===== src/rtl/mux4_rr_arbiter_if.sv =====
// rtl/mux4_rr_arbiter_if.sv - requester/consumer bundle for the 4:1 round-robin mux arbiter
//
// Purpose: groups the four request/data lines and the valid/ready output
// channel shared between the arbiter and its surroundings.
// Signals:
//   req[3:0]      request per requester (bit i = requester i)
//   d0..d3        requester data inputs
//   out_ready     downstream accepts out_data this cycle
//   gnt[3:0]      one-hot registered grant, zero when idle
//   sel[1:0]      registered mux select
//   out_valid     granted requester's data is valid
//   out_data      muxed data
//   busy          arbiter holds an active grant
// Modports: slave = arbiter side, master = requesters/consumer side.
interface mux4_rr_arbiter_if #(
  parameter int DATA_W = 8
);
  logic [3:0]        req;
  logic [DATA_W-1:0] d0;
  logic [DATA_W-1:0] d1;
  logic [DATA_W-1:0] d2;
  logic [DATA_W-1:0] d3;
  logic              out_ready;
  logic [3:0]        gnt;
  logic [1:0]        sel;
  logic              out_valid;
  logic [DATA_W-1:0] out_data;
  logic              busy;

  modport slave (
    input  req, d0, d1, d2, d3, out_ready,
    output gnt, sel, out_valid, out_data, busy
  );

  modport master (
    output req, d0, d1, d2, d3, out_ready,
    input  gnt, sel, out_valid, out_data, busy
  );
endinterface


===== src/rtl/mux4_rr_arbiter.sv =====
// rtl/mux4_rr_arbiter.sv - round-robin scheduler driving a shared 4:1 data mux
//
// Purpose: grants one of four requesters at a time, with at most MAX_BURST
// transfers per grant, and presents the selected data on a valid/ready channel.
// Ports:
//   clk    rising-edge clock
//   rst_n  asynchronous active-low reset
//   bus    mux4_rr_arbiter_if.slave (req, d0..d3, out_ready in;
//          gnt, sel, out_valid, out_data, busy out)
module mux4_rr_arbiter #(
  parameter int DATA_W    = 8,
  parameter int MAX_BURST = 4
) (
  input  logic                  clk,
  input  logic                  rst_n,
  mux4_rr_arbiter_if.slave      bus
);

  typedef enum logic {
    IDLE   = 1'b0,
    ACTIVE = 1'b1
  } state_t;

  localparam logic [3:0] BURST_LIM = 4'(MAX_BURST);

  state_t            state_q, state_d;
  logic [3:0]        gnt_q, gnt_d;
  logic [1:0]        sel_q, sel_d;
  logic [3:0]        beat_cnt_q, beat_cnt_d;
  logic [1:0]        last_gnt_q, last_gnt_d;

  logic [DATA_W-1:0] mux_data;
  logic              out_valid;
  logic              xfer;
  logic              release_now;
  logic [2:0]        pick_idle;
  logic [2:0]        pick_rel;

  // Returns {found, index}: first set bit of r searching upward from last+1,
  // wrapping; the last-served index is therefore checked last.
  function automatic logic [2:0] rr_pick(input logic [3:0] r, input logic [1:0] last);
    logic [2:0] res;
    logic [1:0] cand;
    res = 3'b000;
    for (int k = 1; k <= 4; k++) begin
      cand = last + 2'(k);
      if (!res[2] && r[cand]) begin
        res = {1'b1, cand};
      end
    end
    return res;
  endfunction

  always_comb begin
    case (sel_q)
      2'd0:    mux_data = bus.d0;
      2'd1:    mux_data = bus.d1;
      2'd2:    mux_data = bus.d2;
      default: mux_data = bus.d3;
    endcase
  end

  // Only the granted line can raise out_valid; other requests are invisible here.
  assign out_valid     = (state_q == ACTIVE) && bus.req[sel_q];
  assign xfer          = out_valid && bus.out_ready;
  assign bus.out_valid = out_valid;
  assign bus.out_data  = out_valid ? mux_data : '0;
  assign bus.gnt       = gnt_q;
  assign bus.sel       = sel_q;
  assign bus.busy      = (state_q == ACTIVE);

  always_comb begin
    state_d     = state_q;
    gnt_d       = gnt_q;
    sel_d       = sel_q;
    beat_cnt_d  = beat_cnt_q;
    last_gnt_d  = last_gnt_q;
    release_now = 1'b0;
    pick_idle   = rr_pick(bus.req, last_gnt_q);
    // On release the releasing index becomes the new last_gnt, so search from sel_q.
    pick_rel    = rr_pick(bus.req, sel_q);

    case (state_q)
      IDLE: begin
        if (pick_idle[2]) begin
          state_d    = ACTIVE;
          sel_d      = pick_idle[1:0];
          gnt_d      = 4'b0001 << pick_idle[1:0];
          beat_cnt_d = 4'd0;
        end
      end
      ACTIVE: begin
        release_now = !bus.req[sel_q] || (xfer && ((beat_cnt_q + 4'd1) == BURST_LIM));
        if (release_now) begin
          last_gnt_d = sel_q;
          beat_cnt_d = 4'd0;
          if (pick_rel[2]) begin
            sel_d = pick_rel[1:0];
            gnt_d = 4'b0001 << pick_rel[1:0];
          end else begin
            state_d = IDLE;
            gnt_d   = 4'b0000;
          end
        end else if (xfer) begin
          beat_cnt_d = beat_cnt_q + 4'd1;
        end
      end
      default: begin
        state_d = IDLE;
        gnt_d   = 4'b0000;
      end
    endcase
  end

  always_ff @(posedge clk or negedge rst_n) begin
    if (!rst_n) begin
      state_q    <= IDLE;
      gnt_q      <= 4'b0000;
      sel_q      <= 2'b00;
      beat_cnt_q <= 4'd0;
      last_gnt_q <= 2'd3;
    end else begin
      state_q    <= state_d;
      gnt_q      <= gnt_d;
      sel_q      <= sel_d;
      beat_cnt_q <= beat_cnt_d;
      last_gnt_q <= last_gnt_d;
    end
  end

endmodule


===== src/flat_wrapper.sv =====
// flat-port wrapper written by rule: the top's interface ports become plain ports
module mux4_rr_arbiter_flat 
#(
  parameter int DATA_W    = 8,
  parameter int MAX_BURST = 4
)
  (clk, rst_n, bus_req, bus_d0, bus_d1, bus_d2, bus_d3, bus_out_ready, bus_gnt, bus_sel, bus_out_valid, bus_out_data, bus_busy);
  mux4_rr_arbiter_if #(.DATA_W(DATA_W)) bus_i ();
  input  logic clk;
  input  logic rst_n;
  input wire logic [$bits(bus_i.req)-1:0] bus_req;
  input wire logic [$bits(bus_i.d0)-1:0] bus_d0;
  input wire logic [$bits(bus_i.d1)-1:0] bus_d1;
  input wire logic [$bits(bus_i.d2)-1:0] bus_d2;
  input wire logic [$bits(bus_i.d3)-1:0] bus_d3;
  input wire logic [$bits(bus_i.out_ready)-1:0] bus_out_ready;
  output wire logic [$bits(bus_i.gnt)-1:0] bus_gnt;
  output wire logic [$bits(bus_i.sel)-1:0] bus_sel;
  output wire logic [$bits(bus_i.out_valid)-1:0] bus_out_valid;
  output wire logic [$bits(bus_i.out_data)-1:0] bus_out_data;
  output wire logic [$bits(bus_i.busy)-1:0] bus_busy;
  assign bus_i.req = bus_req;
  assign bus_i.d0 = bus_d0;
  assign bus_i.d1 = bus_d1;
  assign bus_i.d2 = bus_d2;
  assign bus_i.d3 = bus_d3;
  assign bus_i.out_ready = bus_out_ready;
  assign bus_gnt = bus_i.gnt;
  assign bus_sel = bus_i.sel;
  assign bus_out_valid = bus_i.out_valid;
  assign bus_out_data = bus_i.out_data;
  assign bus_busy = bus_i.busy;
  mux4_rr_arbiter #(.DATA_W(DATA_W), .MAX_BURST(MAX_BURST)) u_core (.clk(clk), .rst_n(rst_n), .bus(bus_i));
endmodule

===== config.mk =====
export PLATFORM = sky130hd
export DESIGN_NAME = mux4_rr_arbiter_flat
export DESIGN_NICKNAME = d
export VERILOG_FILES = /design/src/rtl/mux4_rr_arbiter_if.sv /design/src/rtl/mux4_rr_arbiter.sv /design/src/flat_wrapper.sv
export SDC_FILE = /design/constraint.sdc
export NUM_CORES = 1
export LEC_CHECK = 0
export CAP_MARGIN = 20
export CORE_UTILIZATION = 40
export DETAILED_ROUTE_END_ITERATION = 7
export GPL_TIMING_DRIVEN = 0
export PLACE_DENSITY = 0.84
export SYNTH_ARGS = -nofsm -noshare
export SYNTH_HDL_FRONTEND = slang
export SYNTH_SLANG_ARGS = --single-unit
export TNS_END_PERCENT = 20

===== constraint.sdc =====
create_clock -name clk -period 5.15 [get_ports clk]
set_clock_uncertainty 0.15 [all_clocks]
set_input_delay 1.03 -clock clk [delete_from_list [all_inputs] [get_ports clk]]
set_output_delay 1.03 -clock clk [all_outputs]
set_load 0.05 [all_outputs]

==> qor.txt, run 1 <==
outcome: finished clean
post-synth top area cell: dfrtp_1
Final setup viols: 0
Worst Path Buf+Inv: 3
clk root buf: clkbuf_4
cell family with most CP delay: buffers and inverters
Critical Path End Type: primary output
Die Y: 58.7 um
Longest Clk Path Bufs: 2
post-route ant nets: 0
Sum Neg Setup Slack: 0 ns
Total GRT Usage: 21.7%
Synth top cells by count: nor2_1, nand2_1, a21oi_1, dfrtp_1
Slew Viols, Final: 0
Fillers: 287
DRT iter0 DRCs: 101
Hold Fails Final Rpt: 0
mean post-synth cell area: 7.84 sq um
TritonRoute pass-1 iters: 4
largest net degree at the start of global routing: 14
post-synthesis instance area: 1280 sq um
most common cell in the netlist: nor2_1
synth top area cells: dfrtp_1, nor2_1, a222oi_1
cell count after synthesis: 164
Synth Register Bits: 13
critical path's most frequent cell: clkdlybuf4s50_1
RSZ-0062 raised after global routing: false
total grt overflow: 0
VDD IR max: 0.378 mV
post-CTS sizing: 0
gpl congestion: 0.836
Placed Area: 1870 sq um
crit path kind: in2out
syn nets: 208
Worst path slowest cell: clkdlybuf4s50_1
DRC violations left: 0
fin crit share: 87.4%
die area: 3440 sq um
clock sinks: 13
H-Tree Level Count: 1
Crit path arrival time: 3.32 ns
Max Clock Freq: 222 MHz
Num CTS Buffers: 3
dpl hpwl: 2790 um
sequential share of the synthesized area: 25.5%
post-route cell area: 1900 sq um
Yosys warnings: 0
Synth Flop Type: dfrtp_1
IO Port Bufs: 53
slowest stage delay, CP: 0.72 ns
Post-Route WL: 3570 um
Worst Path Max Fanout: 10
via count: 1428
crit path cell chain: clkdlybuf4s50_1, mux4_1, nand2_1, buf_2, nor2_1, clkdlybuf4s50_1
Power Density: 595 nW/um^2
relative slew slack: 61.8%
Post-synth EDFFs: 0
Async SR Flop Fraction: 100%
minimum clock period: 4.50 ns
CTS tree: yes
via density per instance: 5.39
Yosys cell types: 50
Startpoint Class: input port
first-pass GRT wire length: 5660 um
initial antenna violation count: 0
LEAKAGE: 0.000785 uW
Setup Buffers After CTS: 0
row cnt: 20
die width: 58.7 um
core footprint: 3050 sq um
Critical Path RT: 3.97 ns
nets: 266
Clk Latency, worst-skew pair: 0.29 ns
layout cell share with drive strength beyond 1: 9.95%
Hold Buf Count CTS: 0
Worst Max-Slew Pin Slew: 0.571 ns
Area Growth Syn to Fin: 47.6%
ANT cells: 0
clock-pin slew of the registers on the worst-case setup and hold paths: 0.07 ns
I/O Pins: 55
wire per inst: 13.5 um
Hold Crit Class: reg2reg
Synth top area share: 21.4%
vias in the first global route: 1268
max cap viols: 0
Initial Util: 42.1%
[worst register-to-register path, cell delays in order, from the launching register on]
cell and delay (ns):
dfrtp_1 0.46, buf_6 0.18, inv_2 0.08, ha_1 0.39, and2_1 0.21, a211o_1 0.26
a221o_1 0.35, a32oi_2 0.31, a2bb2oi_1 0.25, o21ai_1 0.08
[final cells by class]
type                       count  area, sq um  area share [%]
clock buffer                   4         26.3            1.39
tap                           44         55.1            2.90
inverter                       7         26.3            1.39
multi-input combinational    131          847            44.7
timing repair buffer          53          531            28.0
buffer                        13         83.8            4.42
sequential                    13          328            17.3
[placed cells by master (no fill, tap or decap), types with 3 or more instances in the layout]
master and instances:
clkbuf_4 4, o22ai_1 3, a222oi_1 8, nand2b_1 3
nor3_1 5, o21ai_0 8, mux2i_1 3, dfrtp_1 11
nor2_1 25, o21ai_1 4, nor2b_1 3, inv_1 5
ha_1 5, clkbuf_1 6, clkdlybuf4s50_1 53, buf_4 4
nand2_1 19, a21oi_1 11
[registers in the layout, indices dropped and copies added, names as in the netlist]
signal and cells:
u_core.bus.busy 1, u_core.last_gnt_q 2, u_core.bus.sel 2, u_core.beat_cnt_q 4, u_core.bus.gnt 4
[cell families after synthesis]
| family | Yosys count | share of synthesized area, % |
|---|---|---|
| multiplexers | 7 | 7.30 |
| buffers and inverters | 20 | 8.57 |
| AND/OR/NAND/NOR | 63 | 22.0 |
| flip-flops | 13 | 25.5 |
| adder cells (fa/ha/maj) | 5 | 4.87 |
| AO/OA/AOI/OAI | 56 | 31.7 |
[per-layer routing]
metal | GRT usage (%) | routed length, um
met5 | 0 | 0
met1 | 27.2 | 1570
met2 | 36.6 | 1630
met3 | 6.59 | 337
met4 | 5.10 | 40
[final timing paths]
| kind | start | to | slack (ns) | cells past startpoint |
|---|---|---|---|---|
| max in group asynchronous | rst_n | u_core.last_gnt_q[0] | 3.52 | 1 |
| min in group asynchronous | rst_n | u_core.beat_cnt_q[0] | 0.95 | 1 |
| max reg2reg | u_core.bus.sel[0] | u_core.bus.gnt[3] | 2.32 | 9 |
| max | bus_req[2] | bus_out_data[2] | 0.65 | 6 |
| min reg2reg | u_core.bus.gnt[1] | u_core.bus.gnt[1] | 0.34 | 2 |
| min | u_core.bus.gnt[1] | u_core.bus.gnt[1] | 0.34 | 2 |
[through the flow]
stage | util [%] | cells | total power (uW) | hold WS [ns] | setup slack (ns)
after global routing | 62.1 | 265 | 1210 | 0.378 | 0.555
after floorplan | - | 164 | 820 | 0.326 | 1.64
after CTS | 62.1 | 265 | 1130 | 0.350 | 0.626
final | 62.1 | 265 | 1130 | 0.344 | 0.647
after detailed placement | 61.3 | 261 | 1060 | 0.329 | 0.634
after global placement | 61.3 | 261 | 1050 | 0.329 | 0.689
[power by group]
group / switching (uW) / internal (uW) / leakage (uW)
sequential: 34.1 / 144 / 0.000160
combinational: 535 / 351 / 0.000610
clock: 34.8 / 30.2 / 0.0000150
(Power assumes the default switching activity.)
==> run 2, diff against run 1 <==
--- a/config.mk
+++ b/config.mk
@@ -6,6 +6,7 @@
 export NUM_CORES = 1
 export LEC_CHECK = 0
 export CAP_MARGIN = 20
+export CORE_MARGIN = 1
 export CORE_UTILIZATION = 40
 export DETAILED_ROUTE_END_ITERATION = 7
 export GPL_TIMING_DRIVEN = 0
==> results of run 2 <==
The final DEF is identical to that of run 1; final timing and power are the same.
==> run 3, diff against run 2 <==
--- a/config.mk
+++ b/config.mk
@@ -5,9 +5,10 @@
 export SDC_FILE = /design/constraint.sdc
 export NUM_CORES = 1
 export LEC_CHECK = 0
-export CAP_MARGIN = 20
+export CAP_MARGIN = 30
 export CORE_MARGIN = 1
 export CORE_UTILIZATION = 40
+export CTS_CLUSTER_DIAMETER = 60
 export DETAILED_ROUTE_END_ITERATION = 7
 export GPL_TIMING_DRIVEN = 0
 export PLACE_DENSITY = 0.84
==> results of run 3 <==
The final DEF is identical to that of run 1; final timing and power are the same.
